--- config.mk ---
export PLATFORM = sky130hd
export DESIGN_NAME = icache_refill
export DESIGN_NICKNAME = d
export VERILOG_FILES = /design/src/rtl/icache_refill.sv
export SDC_FILE = /design/constraint.sdc
export NUM_CORES = 1
export LEC_CHECK = 0
export BUFFER_PORTS_ARGS = -buffer_cell sky130_fd_sc_hd__buf_2
export CAP_MARGIN = 20
export CORE_MARGIN = 4
export CORE_UTILIZATION = 45
export CTS_CLUSTER_SIZE = 28
export DETAILED_ROUTE_END_ITERATION = 7
export PLACE_DENSITY = 0.73
export SYNTH_ARGS = -nofsm -noshare
export SYNTH_HDL_FRONTEND = slang
export SYNTH_SLANG_ARGS = --single-unit
--- constraint.sdc ---
create_clock -name clk_in -period 4.95 [get_ports clk_in]
set_input_delay 0.99 -clock clk_in [delete_from_list [all_inputs] [get_ports clk_in]]
set_output_delay 0.99 -clock clk_in [all_outputs]
set_load 0.05 [all_outputs]
--- src/rtl/icache_refill.sv ---
// Instruction-cache miss refill: fetches a 16-bit parcel as two bytes from the shared
// byte-wide RAM port and hands it to the cache as a single registered write pulse.
module icache_refill #(
  parameter int CNT_W = 32
) (
  input  logic             clk_in,
  input  logic             rst_in,
  input  logic             rdy_in,
  input  logic             miss_valid,
  input  logic [31:0]      miss_addr,
  input  logic             flush,
  output logic             mem_req,
  input  logic             mem_gnt,
  output logic [31:0]      mem_a,
  input  logic [7:0]       mem_din,
  output logic             fill_we,
  output logic [31:0]      fill_data,
  output logic [31:0]      fill_addr,
  output logic             busy,
  output logic [CNT_W-1:0] fill_count
);

  typedef enum logic [2:0] {IDLE, RD_LO, RD_HI, WAIT_HI, WRITE} state_t;

  state_t             r_state, w_next;
  logic [31:0]        r_addr;
  logic [7:0]         r_lo, r_hi;
  logic               r_lo_ok;
  logic               r_fill_we;
  logic [31:0]        r_fill_data, r_fill_addr;
  logic [CNT_W-1:0]   r_fill_count;
  logic [31:0]        w_miss_a;
  logic               w_accept, w_abort, w_do_write;

  assign w_miss_a = {miss_addr[31:1], 1'b0};
  assign w_accept = (r_state == IDLE) && miss_valid && !flush;
  assign w_abort  = (r_state != IDLE) && flush;
  // The cache indexes its write by its current miss address, so a fill whose target
  // no longer matches that miss must be dropped.
  assign w_do_write = (r_state == WRITE) && !flush && miss_valid && (w_miss_a == r_addr);

  always_ff @(posedge clk_in or posedge rst_in) begin
    if (rst_in)      r_state <= IDLE;
    else if (rdy_in) r_state <= w_next;
  end

  always_comb begin
    w_next = r_state;
    case (r_state)
      IDLE:    if (w_accept) w_next = RD_LO;
      RD_LO:   if (mem_gnt)  w_next = RD_HI;
      RD_HI:   if (mem_gnt)  w_next = WAIT_HI;
      WAIT_HI: w_next = WRITE;
      WRITE:   w_next = IDLE;
      default: w_next = IDLE;
    endcase
    if (w_abort) w_next = IDLE;
  end

  always_comb begin
    mem_req = rdy_in && !flush && ((r_state == RD_LO) || (r_state == RD_HI));
    mem_a   = (r_state == RD_HI) ? r_addr + 32'd1 : r_addr;
    busy    = (r_state != IDLE);
    fill_we = r_fill_we && rdy_in;
  end

  always_ff @(posedge clk_in or posedge rst_in) begin
    if (rst_in) begin
      r_addr       <= '0;
      r_lo         <= '0;
      r_hi         <= '0;
      r_lo_ok      <= 1'b0;
      r_fill_we    <= 1'b0;
      r_fill_data  <= '0;
      r_fill_addr  <= '0;
      r_fill_count <= '0;
    end else if (rdy_in) begin
      r_fill_we <= w_do_write;
      if (w_accept) begin
        r_addr      <= w_miss_a;
        r_fill_addr <= w_miss_a;
      end
      // mem_din holds the low byte only in the first RD_HI cycle; later stall cycles do not.
      if ((r_state == RD_HI) && !r_lo_ok) begin
        r_lo    <= mem_din;
        r_lo_ok <= 1'b1;
      end
      if (r_state == WAIT_HI) r_hi <= mem_din;
      if (r_state == WRITE)   r_lo_ok <= 1'b0;
      if (w_do_write) begin
        r_fill_data  <= {16'b0, r_hi, r_lo};
        r_fill_count <= r_fill_count + CNT_W'(1);
      end
      if (w_abort) r_lo_ok <= 1'b0;
    end
  end

  assign fill_data  = r_fill_data;
  assign fill_addr  = r_fill_addr;
  assign fill_count = r_fill_count;

endmodule
==> results of run 1 <==
[routing by layer]
metal,vias to the layer above,part of all wire,GRT usage
li1,1742,-,-
met1,1815,0.42,0.235
met2,136,0.50,0.305
met3,15,0.064,0.0408
met4,0,0.016,0.0473
met5,-,0,0
[power groups by stage]
| stage | Sequential, mW | Clock [mW] | Combinational (mW) |
|---|---|---|---|
| finish | 1.20 | 0.600 | 1.69 |
| global route | 1.24 | 0.657 | 1.77 |
| CTS | 1.20 | 0.620 | 1.70 |
| floorplan | 1.62 | 0 | 1.08 |
| global placement | 1.20 | 0 | 1.68 |
| detailed placement | 1.22 | 0 | 1.70 |
[stage by stage]
stage          hold slack (ps)  cells  power [mW]  worst slack [ps]  utilization
3_5_place_dp               464    700        2.92              1560        0.520
3_3_place_gp               452    700        2.88              1590        0.520
2_1_floorplan              475    458        2.70              1340            -
5_1_grt                    493    717        3.67              1760        0.542
6_report                   470    717        3.49              1850        0.542
4_1_cts                    478    716        3.53              1870        0.541
[cell families after synthesis]
logic type / Yosys count / synth area share
simple gates: 123 / 0.140
flops: 100 / 0.499
buf+inv: 79 / 0.0971
mux: 57 / 0.134
xor+xnor: 51 / 0.0891
compound gates: 30 / 0.0379
fa+ha+maj: 1 / 0.00250
other cells: 1 / 0.000748
[cells in the mapped netlist (4+ instances only)]
cell / instances
nor3_1: 10
nand2b_1: 4
dfrtp_1: 100
and4_1: 4
and3_1: 9
nand4_1: 18
nor4_1: 8
nand3_1: 22
o21ai_0: 11
clkbuf_1: 8
xnor2_1: 18
mux2_4: 8
buf_4: 48
mux2_2: 49
o22ai_1: 5
nand2_1: 16
nor2_1: 15
inv_1: 17
xor2_1: 33
a21oi_1: 4
[registers in the layout, summed over array words and instances, names as in the netlist]
name	count
r_state	3
r_lo_ok	1
fill_count	32
fill_data	16
r_lo	8
fill_addr	31
r_hi	8
r_fill_we	1
[worst paths after layout]
kind	from	end	cells after the start
max	rdy_in	mem_req	4
min	fill_count[31]	fill_count[31]	1
max reg2reg	fill_addr[29]	fill_count[21]	6
min reg2reg	fill_count[31]	fill_count[31]	1
max in group asynchronous	rst_in	fill_addr[8]	3
min in group asynchronous	rst_in	fill_count[24]	2
[cell type report]
class                      instances  area [µm²]  share of cell area
inverter                          18        70.1              0.0119
tap                              140         175              0.0297
clock inverter                     5        82.6              0.0140
timing repair buffer             164         833               0.141
multi-input combinational        279        2080               0.353
sequential                       100        2500               0.424
clock buffer                      11         151              0.0257
==> results.md, run 1 <==
* Worst-skew pair later-pin latency at ~360 ps
* Largest net degree at the start of global routing at 74
* Routability congestion estimate at a little over 0.8
* CTS tree: done
* Unique masters post-synth at 47
* CP dominant cell by count: buf_2
* Post-route DRC violation count at 0
* Routed via count at 3708
* Vias in the first global route at 3715
* Via density at 5.17
* Antenna diodes at 0
* Ys async rst share at 1.00
* Worst-path fanout max at 22
* Minimum clock period at 3100 ps
* WL/cell at around 16 µm
* Status: complete, no violations
* Total negative slack at 0 ps
* Slowest cell on crit path: buf_2
* Clock root buffer: clkbuf_8
* HP Class: reg2reg
* Io pins at 177
* Switching Share at 0.499
* Synth area leader: dfrtp_1
* Worst Path Buf+Inv at 2
* Antenna viol nets, final at 0
* VDD IR max at between 500 and 600 µV
* Setup violators final at 0
* Internal power at 1.75 mW
* RSZ-0062 raised after global routing: false
* CP delay by family, top: buffers and inverters
* Die Ht at between 100 and 150 µm
* Yosys Warn Count at 0
* Logic gate share of total power at 0.483
* Crit end category: primary output
* Number of max-cap violations at 0
* Post-CTS sizing at 0
* CP cell instances: buf_2 -> and3_1 -> a21boi_0 -> buf_2
* Fill cells at 963
* CP Class: in2out
* Critical Path Start Type: input pin
* Clock transition at path regs at 100 ps
* Achievable Freq at ~320 MHz
* H-tree levels at 3
* Core Footprint at 0.0109 mm²
* Most frequent cells in the layout: buf_2 (159), dfrtp_1 (100), mux2_2 (49)
* Die width at 114 µm
* Sink Count at 100
* Port buffer count at 158
* Seq/Total Area, Yosys at 0.499
* Hold_buf cts at 0
* Mapped Area at between 0.005 and 0.006 mm²
* GR Overflow Total at 0
* Placed Area at 0.00566 mm²
* Final instance area at 0.00590 mm²
* Die area at 0.0129 mm²
* Row count at 38
* Detailed Routing Iterations Pass 1 at 4
* Initial Util at 0.460
* Post-synth EDFFs at 0
* Clock share of power at 0.172
* Mapped Cells at 442
* CP peak stage delay at 360 ps
* Post-DP HPWL at 8.40 mm
* Leading cell type in the layout, fill and taps excluded: buf_2
* Switching Power at 1.74 mW
* Final Skew at 17.2 ps
* Worst-Margin Slew at 912 ps
* Final-report hold violation count at 0
* PwrDens at 592 mW/mm²
* R2R Setup Slk at approximately 2200 ps
* Seq pwr share at 0.345
* Fraction of layout cells with a size suffix above 1 at 0.425
* Max-slew violation count at 0
* Syn_area_per_cell at 11.3 µm²
* GRT Overall Usage at 0.180
* Initial antenna violation count at 0
* Ys flop type: dfrtp_1
* Area grow syn2layout at 17.7%
* Data required time of the worst path at 3960 ps
* Leakage at 3.15 nW
* Total wire length at 11.4 mm
* Max-slew headroom at 0.392
* CP arrival at 2110 ps
* Synth top area share at 0.499
* CTS buffer count at 9
* Postcts setup bufs at 0
* Post-layout nets at 619
* First-pass GRT wire length at 18.9 mm
* Synth area leaders: dfrtp_1 (50%), mux2_2 (11%), buf_4 (7.2%)
* Worst-case clock buffer depth at 2
* Period utilisation layout at 0.627
* Synthesized flop and latch total at 100
* DRT iter0 DRCs at around 160
No activity file was read; power rests on OpenSTA's default activity.
==> inputs of run 2 (changes only) <==
--- a/config.mk
+++ b/config.mk
@@ -11,7 +11,7 @@
 export CORE_UTILIZATION = 45
 export CTS_CLUSTER_SIZE = 28
 export DETAILED_ROUTE_END_ITERATION = 7
-export PLACE_DENSITY = 0.73
+export PLACE_DENSITY = 0.76
 export SYNTH_ARGS = -nofsm -noshare
 export SYNTH_HDL_FRONTEND = slang
 export SYNTH_SLANG_ARGS = --single-unit
==> constraint.sdc (replaced) <==
create_clock -name clk_in -period 2.8 [get_ports clk_in]
set_input_delay 0.56 -clock clk_in [delete_from_list [all_inputs] [get_ports clk_in]]
set_output_delay 0.56 -clock clk_in [all_outputs]
set_load 0.05 [all_outputs]
==> results.md, run 2 (same netlist as run 1, synthesis figures left out) <==
* Max-slew headroom at 0.628
* Area grow syn2layout at 18.2%
* Port buffer count at 158
* Initial Util at 0.460
* GRT Overall Usage at 0.178
* VDD IR max at ~990 µV
* Max reg flops at 32
* Post-layout nets at roughly 630
* Antenna diodes at 0
* CTS tree: done
* Routed via count at 3692
* CP Class: reg2reg
* Final-report hold violation count at 0
* CTS buffer count at 9
* Post-CTS sizing at 0
* Minimum clock period at roughly 2700 ps
* WHS at 296 ps
* Worst-Margin Slew at between 500 and 600 ps
* PwrDens at approximately 1000 mW/mm²
* CP arrival at 2950 ps
* Core Footprint at roughly 0.011 mm²
* Most frequent cells in the layout: buf_2 (158), dfrtp_1 (100), mux2_2 (49)
* Final Skew at 14.4 ps
* Achievable Freq at 376 MHz
* Post-route DRC violation count at 0
* Clock transition at path regs at around 100 ps
* Worst-path fanout max at 10
* Io pins at 177
* Clock root buffer: clkbuf_8
* Setup violators final at 0
* Status: complete, no violations
* Critical Path Start Type: register
* Worst-case clock buffer depth at 2
* WL/cell at between 15 and 20 µm
* Detailed Routing Iterations Pass 1 at 4
* Initial antenna violation count at 0
* Total wire length at 11.3 mm
* Sink Count at 100
* Via density at 5.11
* GR Overflow Total at 0
* H-tree levels at 3
* Leakage at roughly 3.2 nW
* Leading cell type in the layout, fill and taps excluded: buf_2
* HP Class: in2async
* Post-DP HPWL at 8.50 mm
* DRT iter0 DRCs at 217
* Worst-skew pair later-pin latency at between 300 and 400 ps
* Routability congestion estimate at around 0.8
* Die area at 0.0129 mm²
* Final Util at 0.544
* Hold_buf cts at 0
* Row count at 38
* Die width at 114 µm
* Largest net degree at the start of global routing at 101
* R2R cell count at 8
* First-pass GRT wire length at 18.5 mm
* Max-slew violation count at 0
* Antenna viol nets, final at 0
* Fraction of layout cells with a size suffix above 1 at 0.429
* Die Ht at 114 µm
* Vias in the first global route at 3730
* Data required time of the worst path at roughly 3000 ps
* Postcts setup bufs at 0
* Crit end category: register
* Number of max-cap violations at 0
* RSZ-0062 raised after global routing: false
* Period utilisation layout at 0.950
run 2: per-layer routing:
metal  wire length, µm  vias up  track usage
li1                  -     1743            -
met2              5700      142        0.306
met3               756       14       0.0424
met1              4680     1793        0.225
met4               136        0       0.0473
met5                 0        -            0
run 2: where the power goes:
group	leakage (nW)	switching (mW)	internal, mW
clock	0.0935	0.519	0.422
combinational	1.75	2.23	0.754
sequential	1.31	0.344	1.79
total	3.15	3.09	2.97
run 2: area by class of cell:
class                   count  area, µm²
clock buffers              10        128
repair buffers            170        893
inverters                  18       71.3
multi-input cells         279       2080
clock inverters             6       71.3
flip-flops and latches    100       2500
fillers                   939       4960
well taps                 140        175
run 2: through the flow:
| step | area (µm²) | std cells | TNS [ps] | power, mW | setup slack (ps) |
|---|---|---|---|---|---|
| floorplan | 5080 | 458 | 0 | 4.78 | 22.8 |
| global placement | 5730 | 707 | -1520 | 5.10 | -94.3 |
| detailed placement | 5730 | 707 | -2050 | 5.17 | -133 |
| CTS | 5930 | 723 | 0 | 6.12 | 83.0 |
| global route | 5930 | 723 | 0 | 6.36 | 15.8 |
| finish | 5930 | 723 | 0 | 6.06 | 139 |
run 2: path summary, 6_finish.rpt:
path,from,endpoint,slack (ps)
min,rst_in,fill_count[21],300
max,fill_addr[29],fill_count[17],140
max reg2reg,fill_addr[29],fill_count[17],140
min reg2reg,fill_count[31],fill_count[31],480
min in group clk_in,mem_din[1],r_hi[1],440
max in group asynchronous,rst_in,fill_data[4],2030
run 2: worst max-delay path, cell delays in order (launching register included):
cell and delay [ps]:
dfrtp_1 430, xor2_1 170, a2111oi_0 460, buf_4 200, nand4_1 250, or4_1 480
buf_4 190, nor3_1 220, xor2_1 190
==> inputs of run 3 (changes only) <==
--- a/config.mk
+++ b/config.mk
@@ -5,13 +5,14 @@
 export SDC_FILE = /design/constraint.sdc
 export NUM_CORES = 1
 export LEC_CHECK = 0
+export ABC_AREA = 1
 export BUFFER_PORTS_ARGS = -buffer_cell sky130_fd_sc_hd__buf_2
 export CAP_MARGIN = 20
 export CORE_MARGIN = 4
 export CORE_UTILIZATION = 45
 export CTS_CLUSTER_SIZE = 28
 export DETAILED_ROUTE_END_ITERATION = 7
-export PLACE_DENSITY = 0.76
+export PLACE_DENSITY = 0.83
 export SYNTH_ARGS = -nofsm -noshare
 export SYNTH_HDL_FRONTEND = slang
 export SYNTH_SLANG_ARGS = --single-unit
==> results.md, run 3 <==
* Antenna viol nets, final at 0
* Postcts setup bufs at 0
* H-tree levels at 3
* WL/cell at 13.4 µm
* Syn_area_per_cell at ~6.8 µm²
* Detailed Routing Iterations Pass 1 at 7
* Sink Count at 100
* Port buffer count at 158
* Crit end category: primary output
* Largest net degree at the start of global routing at 101
* Area grow syn2layout at 16.2%
* Via density at approximately 5.0
* Power Total at 6.88 mW
* Most frequent cells in the layout: nand2_1 (335), buf_2 (158), inv_1 (122)
* Post-route DRC violation count at 0
* Ys async rst share at 1.00
* CP Class: in2out
* Post-layout nets at around 1100
* Leakage at 4.10 nW
* Period utilisation layout at 0.770
* CP dominant cell by count: buf_2
* Initial antenna violation count at 3
* Worst-case clock buffer depth at 2
* Minimum clock period at 2160 ps
* Hold_buf cts at 0
* PwrDens at 967 mW/mm²
* Setup violators final at 0
* Met2 usage at 0.321
* Total wire length at 16.3 mm
* Initial Util at 0.461
* Vias in the first global route at 5507
* Synth area leader: dfrtp_1
* Pre-CTS setup slack at approximately 630 ps
* GR Overflow Total at 0
* CP arrival at between 1500 and 2000 ps
* WHS at 337 ps
* Die area at 0.0155 mm²
* Seq/Total Area, Yosys at 0.409
* Post-CTS sizing at 0
* Core Footprint at 0.0133 mm²
* Worst-path fanout max at 15
* HP Class: in2async
* DRT iter0 DRCs at roughly 510
* Worst-Margin Slew at approximately 570 ps
* Routability congestion estimate at 0.869
* Met1 Use GR at 0.275
* Die Ht at 125 µm
* Synth top area share at 0.409
* First-pass GRT wire length at 26.4 mm
* RSZ-0062 raised after global routing: false
* CTS tree: done
* Clock transition at path regs at 70 ps
* Post-synth EDFFs at 0
* Met3 usage at 0.0566
* CP peak stage delay at 300 ps
* Commonest cells post-synth: nand2_1 (335), inv_1 (123), dfrtp_1 (100)
* Status: complete, no violations
* Mapped Area at 0.00612 mm²
* CP cell instances: buf_2 -> inv_1 -> nor2_1 -> buf_2
* Number of max-cap violations at 0
* Worst-skew pair later-pin latency at 350 ps
* GRT Overall Usage at 0.205
* CP delay by family, top: buffers and inverters
* Fraction of layout cells with a size suffix above 1 at 0.187
* Synthesized flop and latch total at 100
* Synth area leaders: dfrtp_1 (41%), nand2_1 (21%), inv_1 (7.5%)
* Final Skew at 10.5 ps
* Max-slew headroom at 0.621
* Grt peak-use layer: met2
* Achievable Freq at 464 MHz
* Critical Path Start Type: input pin
* Ys flop type: dfrtp_1
* Setup WS post-layout at 644 ps
* Die width at 125 µm
* Yosys Warn Count at 0
* Routed via count at approximately 6000
* Slowest cell on crit path: buf_2
* Row count at 42
* Worst Path Buf+Inv at 3
* Max-slew violation count at 0
* Total negative slack at 0 ps
* Post-DP HPWL at 12.0 mm
* Leading cell type in the layout, fill and taps excluded: nand2_1
* Clock root buffer: clkbuf_16
* Final Util at 0.535
* Mapped Cells at 906
* CTS buffer count at 9
* Io pins at 177
* Data required time of the worst path at between 2000 and 2500 ps
* Final-report hold violation count at 0
* Max reg flops at 32
* Most frequent cell after synthesis: nand2_1
* Unique masters post-synth at 29
* VDD IR max at roughly 800 µV
==> run 3: report_power, final <==
part	total, mW	internal, mW	switching [mW]
Sequential	2.15	1.79	0.356
Combinational	3.48	0.758	2.73
Clock	1.25	0.688	0.563
Total	6.88	3.24	3.65
==> run 3: layout make-up <==
| class | count | area, µm² |
|---|---|---|
| flip-flops and latches | 100 | 2500 |
| clock inverters | 6 | 63.8 |
| clock buffers | 9 | 225 |
| inverters | 124 | 469 |
| fillers | 1303 | 6180 |
| diodes | 3 | 7.51 |
| multi-input cells | 622 | 2730 |
| repair buffers | 169 | 898 |
| well taps | 176 | 220 |
==> run 3: path summary, 6_finish.rpt <==
check	start	endpoint	slack, ps	depth (start not counted)
worst max register to register	r_state[1]	fill_data[1]	780	12
max in group asynchronous	rst_in	fill_addr[11]	2020	3
min in group clk_in	fill_data[7]	fill_data[7]	470	2
worst min-delay path	rst_in	fill_count[29]	340	3
worst min register to register	fill_data[7]	fill_data[7]	470	2
worst max-delay path	rdy_in	mem_req	640	4
==> run 3: layer usage <==
| metal | up-vias | part of all wire |
|---|---|---|
| li1 | 3010 | - |
| met5 | - | 0.00043 |
| met4 | 2 | 0.020 |
| met1 | 2760 | 0.45 |
| met3 | 24 | 0.074 |
| met2 | 212 | 0.46 |
==> run 3: worst min-delay path: stages <==
cell and delay, ps:
buf_2 110, clkinvlp_4 70, buf_12 400
==> run 3: stage by stage <==
stage                     area (µm²)  instances
after floorplan                 6190        922
after global placement          6820       1191
after detailed placement        6820       1191
after CTS                       7110       1206
after global routing            7120       1208
final                           7120       1209
==> run 3: cells by family after synthesis <==
kind of cell | Yosys count | synth area share
other cells | 1 | 0.000612
xor+xnor | 9 | 0.0129
compound gates | 56 | 0.0466
fa+ha+maj | 1 | 0.00204
simple gates | 539 | 0.373
flops | 100 | 0.409
buf+inv | 200 | 0.156
